===== src/rtl/input_conditioner_pkg.sv =====
// Shared constants, types and helpers for the input conditioner.
// The optional debouncer is enabled by defining INPUT_CONDITIONER_DEBOUNCE_EN.
package input_conditioner_pkg;

  localparam int DEF_NUM_INPUTS      = 4;
  localparam int DEF_SYNC_STAGES     = 2;
  localparam int DEF_DEBOUNCE_CYCLES = 16;

  // Qualified outputs of one channel, bundled so the top can fan them out.
  typedef struct packed {
    logic pressed;
    logic press_pulse;
    logic release_pulse;
  } chan_out_t;

  // Debounce counter width: it only has to reach DEBOUNCE_CYCLES-1, and it
  // is never narrower than one bit so a single-cycle window still elaborates.
  function automatic int cnt_width(input int debounce_cycles);
    int w;
    w = $clog2(debounce_cycles);
    return (w < 1) ? 1 : w;
  endfunction

endpackage


===== src/rtl/input_channel.sv =====
// One conditioned input: synchroniser, optional debouncer, press/release pulses.
// The debouncer exists only when INPUT_CONDITIONER_DEBOUNCE_EN is defined;
// otherwise the synchronised level is accepted on the following edge.
module input_channel
  import input_conditioner_pkg::*;
#(
  parameter int   SYNC_STAGES     = DEF_SYNC_STAGES,
  parameter int   DEBOUNCE_CYCLES = DEF_DEBOUNCE_CYCLES,
  parameter logic IDLE_LEVEL      = 1'b1
) (
  input  logic      clk_i,
  input  logic      rst_i,
  input  logic      raw_i,
  output chan_out_t out_o
);

  logic [SYNC_STAGES-1:0] sync_q;
  logic [SYNC_STAGES-1:0] sync_d;
  logic                   sync_active;   // synchronised level, 1 = not idle
  logic                   accept;        // take the synchronised level this edge

  logic pressed_q, pressed_d;
  logic press_pulse_q, press_pulse_d;
  logic release_pulse_q, release_pulse_d;

  assign sync_d      = {sync_q[SYNC_STAGES-2:0], raw_i};
  assign sync_active = sync_q[SYNC_STAGES-1] ^ IDLE_LEVEL;

  // Synchroniser chain; resets to the idle level so reset never looks like an edge.
  always_ff @(posedge clk_i or posedge rst_i) begin
    // NOTE: registers are written with <= so every flop samples pre-edge values;
    // blocking assignments here would collapse the synchroniser into one stage.
    if (rst_i) sync_q <= {SYNC_STAGES{IDLE_LEVEL}};
    else       sync_q <= sync_d;
  end

`ifdef INPUT_CONDITIONER_DEBOUNCE_EN
  localparam int                CNT_W    = cnt_width(DEBOUNCE_CYCLES);
  localparam logic [CNT_W-1:0] CNT_TERM = CNT_W'(DEBOUNCE_CYCLES - 1);

  logic [CNT_W-1:0] cnt_q, cnt_d;

  // Count consecutive edges at a new level; any agreeing edge restarts the count.
  always_comb begin
    // NOTE: every combinational output gets a default first so no path can
    // leave it unassigned and infer a latch.
    cnt_d  = cnt_q;
    accept = 1'b0;
    if (sync_active == pressed_q) begin
      cnt_d = '0;
    end else if (cnt_q == CNT_TERM) begin
      accept = 1'b1;
      cnt_d  = '0;
    end else begin
      cnt_d = cnt_q + 1'b1;
    end
  end

  // Debounce counter register.
  always_ff @(posedge clk_i or posedge rst_i) begin
    if (rst_i) cnt_q <= '0;
    else       cnt_q <= cnt_d;
  end
`else
  // Without debouncing, any disagreement is accepted on the next edge.
  assign accept = (sync_active != pressed_q);
`endif

  // Next debounced state and the edge pulses that accompany a change.
  always_comb begin
    pressed_d       = pressed_q;
    press_pulse_d   = 1'b0;
    release_pulse_d = 1'b0;
    if (accept) begin
      pressed_d       = sync_active;
      press_pulse_d   = sync_active;
      release_pulse_d = ~sync_active;
    end
  end

  // Debounced state and pulse registers; pulses land in the same cycle as the change.
  always_ff @(posedge clk_i or posedge rst_i) begin
    if (rst_i) begin
      pressed_q       <= 1'b0;
      press_pulse_q   <= 1'b0;
      release_pulse_q <= 1'b0;
    end else begin
      pressed_q       <= pressed_d;
      press_pulse_q   <= press_pulse_d;
      release_pulse_q <= release_pulse_d;
    end
  end

  assign out_o.pressed       = pressed_q;
  assign out_o.press_pulse   = press_pulse_q;
  assign out_o.release_pulse = release_pulse_q;

endmodule


===== src/rtl/input_conditioner.sv =====
// Input conditioner top: NUM_INPUTS independent channels plus a combined event flag.
// Debouncing is compiled in when INPUT_CONDITIONER_DEBOUNCE_EN is defined.
module input_conditioner
  import input_conditioner_pkg::*;
#(
  parameter int                    NUM_INPUTS      = DEF_NUM_INPUTS,
  parameter int                    SYNC_STAGES     = DEF_SYNC_STAGES,
  parameter int                    DEBOUNCE_CYCLES = DEF_DEBOUNCE_CYCLES,
  parameter logic [NUM_INPUTS-1:0] IDLE_LEVEL      = '1
) (
  input  logic                  clk_i,
  input  logic                  rst_i,
  input  logic [NUM_INPUTS-1:0] raw_in_i,
  output logic [NUM_INPUTS-1:0] pressed_o,
  output logic [NUM_INPUTS-1:0] press_pulse_o,
  output logic [NUM_INPUTS-1:0] release_pulse_o,
  output logic                  any_event_o
);

  chan_out_t chan_out [NUM_INPUTS];

  for (genvar i = 0; i < NUM_INPUTS; i++) begin : g_chan
    input_channel #(
      .SYNC_STAGES    (SYNC_STAGES),
      .DEBOUNCE_CYCLES(DEBOUNCE_CYCLES),
      .IDLE_LEVEL     (IDLE_LEVEL[i])
    ) u_chan (
      .clk_i (clk_i),
      .rst_i (rst_i),
      .raw_i (raw_in_i[i]),
      .out_o (chan_out[i])
    );

    assign pressed_o[i]       = chan_out[i].pressed;
    assign press_pulse_o[i]   = chan_out[i].press_pulse;
    assign release_pulse_o[i] = chan_out[i].release_pulse;
  end

  // Pulses are registered per channel, so the OR is a clean one-cycle flag.
  assign any_event_o = |(press_pulse_o | release_pulse_o);

endmodule


===== config.mk =====
export PLATFORM = sky130hd
export DESIGN_NAME = input_conditioner
export DESIGN_NICKNAME = d
export VERILOG_FILES = /design/src/rtl/input_conditioner_pkg.sv /design/src/rtl/input_channel.sv /design/src/rtl/input_conditioner.sv
export SDC_FILE = /design/constraint.sdc
export NUM_CORES = 1
export LEC_CHECK = 0
export ABC_AREA = 1
export CAP_MARGIN = 5
export CORE_UTILIZATION = 40
export CTS_CLUSTER_SIZE = 8
export DETAILED_ROUTE_END_ITERATION = 10
export PLACE_DENSITY = 0.69
export SYNTH_ARGS = -nofsm -noshare
export SYNTH_HDL_FRONTEND = slang
export SYNTH_SLANG_ARGS = --single-unit

===== constraint.sdc =====
create_clock -name clk_i -period 1.2 [get_ports clk_i]
set_clock_uncertainty 0.15 [all_clocks]
set_input_delay 0.24 -clock clk_i [delete_from_list [all_inputs] [get_ports clk_i]]
set_output_delay 0.24 -clock clk_i [all_outputs]
set_load 0.05 [all_outputs]

==> metrics list <==
- The initial antenna violation count is 0.
* Reg2Reg Depth: 5
* Worst reg2reg setup slack: 0.01 ns
- The clock reaches the later pin of the worst-skew pair after 0.30 ns.
- Layer with the highest usage after global routing: met2
- Sequential cell area: 513.0 µm²
- Count of input and output buffers: 18
- The tightest min-delay check is of the input pin to asynchronous set/reset pin type.
- The area growth from synthesis to layout is 63.48%.
* Chip Width: 47.44 µm
- The initial utilization of the core area, before any placement, comes to 42.53%.
* Leakage dissipation: 0.6473 nW
* CTS tree: yes
- Counting the buffers created by CTS gives 3.
- Syn Std Cell Area: 825.8 µm²
- Worst path arrival time: 1.14 ns
* Floorplan die height: 47.44 µm
- At the pin with the least slew margin, the transition time is 0.1623 ns.
* FF+latch count, synth: 20
- The detail route stage leaves a number of antenna-violating nets equal to 0.
- Fraction of power spent switching nets: 36.82%
- For this design the ratio of total power to cell area is 2554 nW/µm².
* Final critical-path share of the clock period: 127.6%
- Summed over all nets, the switching power comes to 1.270 mW.
- In this run the core area contains 16 standard-cell rows.
- Number of library cell types mapped by synthesis: 8
- Routed wirelength normalized by instance count: 8.312 µm
- The final hold violation count is 0.
- Iteration-0 DRC count of the detailed router: 1
* Seq/Total Area, Yosys: 61.82%
- Warnings, synthesis: 0
* Sequential Power Share: 28.7%
- Unrepaired setup endpoints after global routing: true
* Worst Path Class, Setup: flip-flop to output port
- Maximum level of the CTS H-tree: 1
- Across the run, the number of max-cap violations was 0.
* Startpoint type of the worst setup path: flip-flop
* Post-Route Setup TNS: -1.885 ns
* Global-route wire length before repair: 1676 µm
* Fmax: 653.0 MHz
* Maximum vdd ir drop: 1337 µV
* Final layout net count: 113
- Post-synthesis average cell area: 11.47 µm²
- Clk buf depth: 2
- PnR worst setup slack: -0.3313 ns
- After floorplanning, the core was sized to cover 1942 µm².
* # setup viols final: 13
* Area of the die: 2250 µm²
* Post-detailed-route DRC marker count: 0
- The congestion estimate from routability-driven global placement came to 0.6568.
- Area used by multi-input combinational logic: 219.0 µm²
- Critical path data required time: 0.81 ns
- The number of global-route vias before repair was 439.
- Worst reg2reg path startpoint: g_chan[2].u_chan.pressed_q
* Drt via density: 4.088
- Per report_power, the combinational group accounts for 55.7% of the total.
- Post-synthesis cell count: 72
- The final reports fail on negative setup slack.
* RR Endpoint: g_chan[2].u_chan.pressed_q
* Endpoint kind of the worst setup timing path: output port
- I/O pin cnt: 19
- Final Max Slew Viols: 0
- Total via count in the routed design: 511
- The wire-length estimate of the detail-placed layout is 726 µm.
- Hold is met by 0.08785 ns.
- Entering global routing, the biggest net connects 21 pins.
- The flow ran to the end, but the final reports show violations.
* CTS sink cnt: 20
- Count of inserted antenna diode cells: 0
- Across every metal layer, demand over resource in global routing totals 11.72%.
* Fraction of power consumed by the clock network: 15.6%
- Subtracting the final worst setup slack from the clock period gives 1.531 ns.
- Of the cells placed in the final design, the portion with a size suffix greater than 1 is 58.16%.
- Clock tree synthesis selected as its root buffer the cell sky130_fd_sc_hd__clkbuf_4.
* First-pass detailed-route iteration total: 2
* Met2 Use GR: 18.08%
* Synthesized Nets: 86
- Routed wire length: 1039 µm
- In this run the tightest slew margin relative to its limit is 89.18%.
* Clock edge transition at the registers on the reported setup and hold paths: 0.11 ns
- Of all nets on the critical path, the largest fanout is 2.
* Global-route track usage on met1: 13.22%
- Number of fill cells: 146
- Global routing used 3.396% of the available met3 tracks.
* Setup slack after placement: -0.01015 ns
- Internal power contribution: 2.178 mW
- Buffers inserted to repair hold after CTS numbered 0.
* Overflow left after global routing: 0
[metal layers]
| layer | wire (µm) | share of wire, % | vias up |
|---|---|---|---|
| li1 | - | - | 249 |
| met2 | 559 | 54 | 14 |
| met1 | 391 | 38 | 244 |
| met4 | 42 | 4.0 | 0 |
| met3 | 45 | 4.3 | 4 |
| met5 | 0 | 0 | - |
[per-stage QoR]
| stage | util [%] | cell area, µm² | cells | total power, mW |
|---|---|---|---|---|
| floorplan | - | 878.3 | 72 | 2.007 |
| global placement | 61.79 | 1200 | 114 | 2.630 |
| detailed placement | 61.79 | 1200 | 114 | 2.675 |
| CTS | 67.65 | 1314 | 123 | 3.359 |
| global route | 69.52 | 1350 | 125 | 3.628 |
| finish | 69.52 | 1350 | 125 | 3.448 |
[power by group through the flow]
| stage | Clock, mW | Sequential, mW | Combinational [mW] |
|---|---|---|---|
| floorplan | 0 | 0.941 | 1.07 |
| detailed placement | 0 | 1.01 | 1.67 |
| finish | 0.538 | 0.989 | 1.92 |
| global route | 0.580 | 1.01 | 2.04 |
| global placement | 0 | 0.993 | 1.64 |
| CTS | 0.554 | 0.980 | 1.82 |
[synth_stat cells]
cell type,n,share of area [%]
sky130_fd_sc_hd__dfstp_2,8,25
sky130_fd_sc_hd__o21ai_0,4,2.4
sky130_fd_sc_hd__nand2_1,9,4.1
sky130_fd_sc_hd__dfrtp_1,12,36
sky130_fd_sc_hd__ha_1,8,12
sky130_fd_sc_hd__nor2_1,2,0.91
sky130_fd_sc_hd__inv_1,17,7.7
sky130_fd_sc_hd__buf_4,12,11
[registers in the layout, indices dropped and copies added, names as in the netlist]
signal	count
g_chan.u_chan.release_pulse_q	4
g_chan.u_chan.pressed_q	4
g_chan.u_chan.sync_q	8
g_chan.u_chan.press_pulse_q	4
[what timing repair did]
item                                    CTS  global route
endpoints found under the setup margin   16            17
pin swaps                                 0             3
gates cloned                              0             0
gates resized for setup                  10             9
buffers inserted                          8             5
[critical path, stage by stage, from the launching register on]
cell	delay, ns
sky130_fd_sc_hd__dfrtp_1	0.40
sky130_fd_sc_hd__inv_1	0.06
sky130_fd_sc_hd__nand2_1	0.06
sky130_fd_sc_hd__nor2_2	0.11
sky130_fd_sc_hd__nand2_2	0.06
sky130_fd_sc_hd__buf_6	0.15
[cell usage in the layout, fill, tap and decap left out]
master | synthesis | layout
sky130_fd_sc_hd__inv_2 | 0 | 7
sky130_fd_sc_hd__ha_1 | 8 | 4
sky130_fd_sc_hd__inv_1 | 17 | 10
sky130_fd_sc_hd__ha_4 | 0 | 4
sky130_fd_sc_hd__dfrtp_1 | 12 | 10
sky130_fd_sc_hd__nor2_2 | 0 | 1
sky130_fd_sc_hd__buf_12 | 0 | 13
sky130_fd_sc_hd__clkbuf_4 | 0 | 3
sky130_fd_sc_hd__o21ai_1 | 0 | 4
sky130_fd_sc_hd__dfstp_2 | 8 | 8
sky130_fd_sc_hd__buf_4 | 12 | 6
sky130_fd_sc_hd__nand2_2 | 0 | 2
sky130_fd_sc_hd__clkdlybuf4s50_1 | 0 | 5
sky130_fd_sc_hd__nand2_1 | 9 | 7
sky130_fd_sc_hd__nor2_1 | 2 | 1
sky130_fd_sc_hd__buf_6 | 0 | 10
sky130_fd_sc_hd__bufinv_16 | 0 | 1
sky130_fd_sc_hd__dfrtp_2 | 0 | 2
[worst max path at each step]
stage / start / to / slack, ns
after floorplan: g_chan[1].u_chan.sync_q[1] / g_chan[1].u_chan.pressed_q / 0.05
after global placement: g_chan[1].u_chan.press_pulse_q / any_event_o / -0.003
after detailed placement: g_chan[1].u_chan.release_pulse_q / any_event_o / -0.01
after CTS: g_chan[1].u_chan.release_pulse_q / any_event_o / -0.34
after global routing: g_chan[1].u_chan.press_pulse_q / any_event_o / -0.43
final: g_chan[1].u_chan.press_pulse_q / any_event_o / -0.33
[cell type report]
type,count,area share [%]
clock buffer,3,1.668
clock inverter,1,2.224
inverter,17,4.727
sequential,20,38.00
timing repair buffer,34,34.66
multi-input combinational,23,16.22
tap,27,2.502
[cell families after synthesis]
kind of cell | after synthesis | synth area share, %
DFF | 20 | 61.82
AOI/OAI and AO/OA | 4 | 2.424
buffers and inverters | 29 | 18.64
adders and majority gates | 8 | 12.12
and+or+nand+nor | 11 | 5.000
Note: power is estimated with default switching activity, not from simulation.
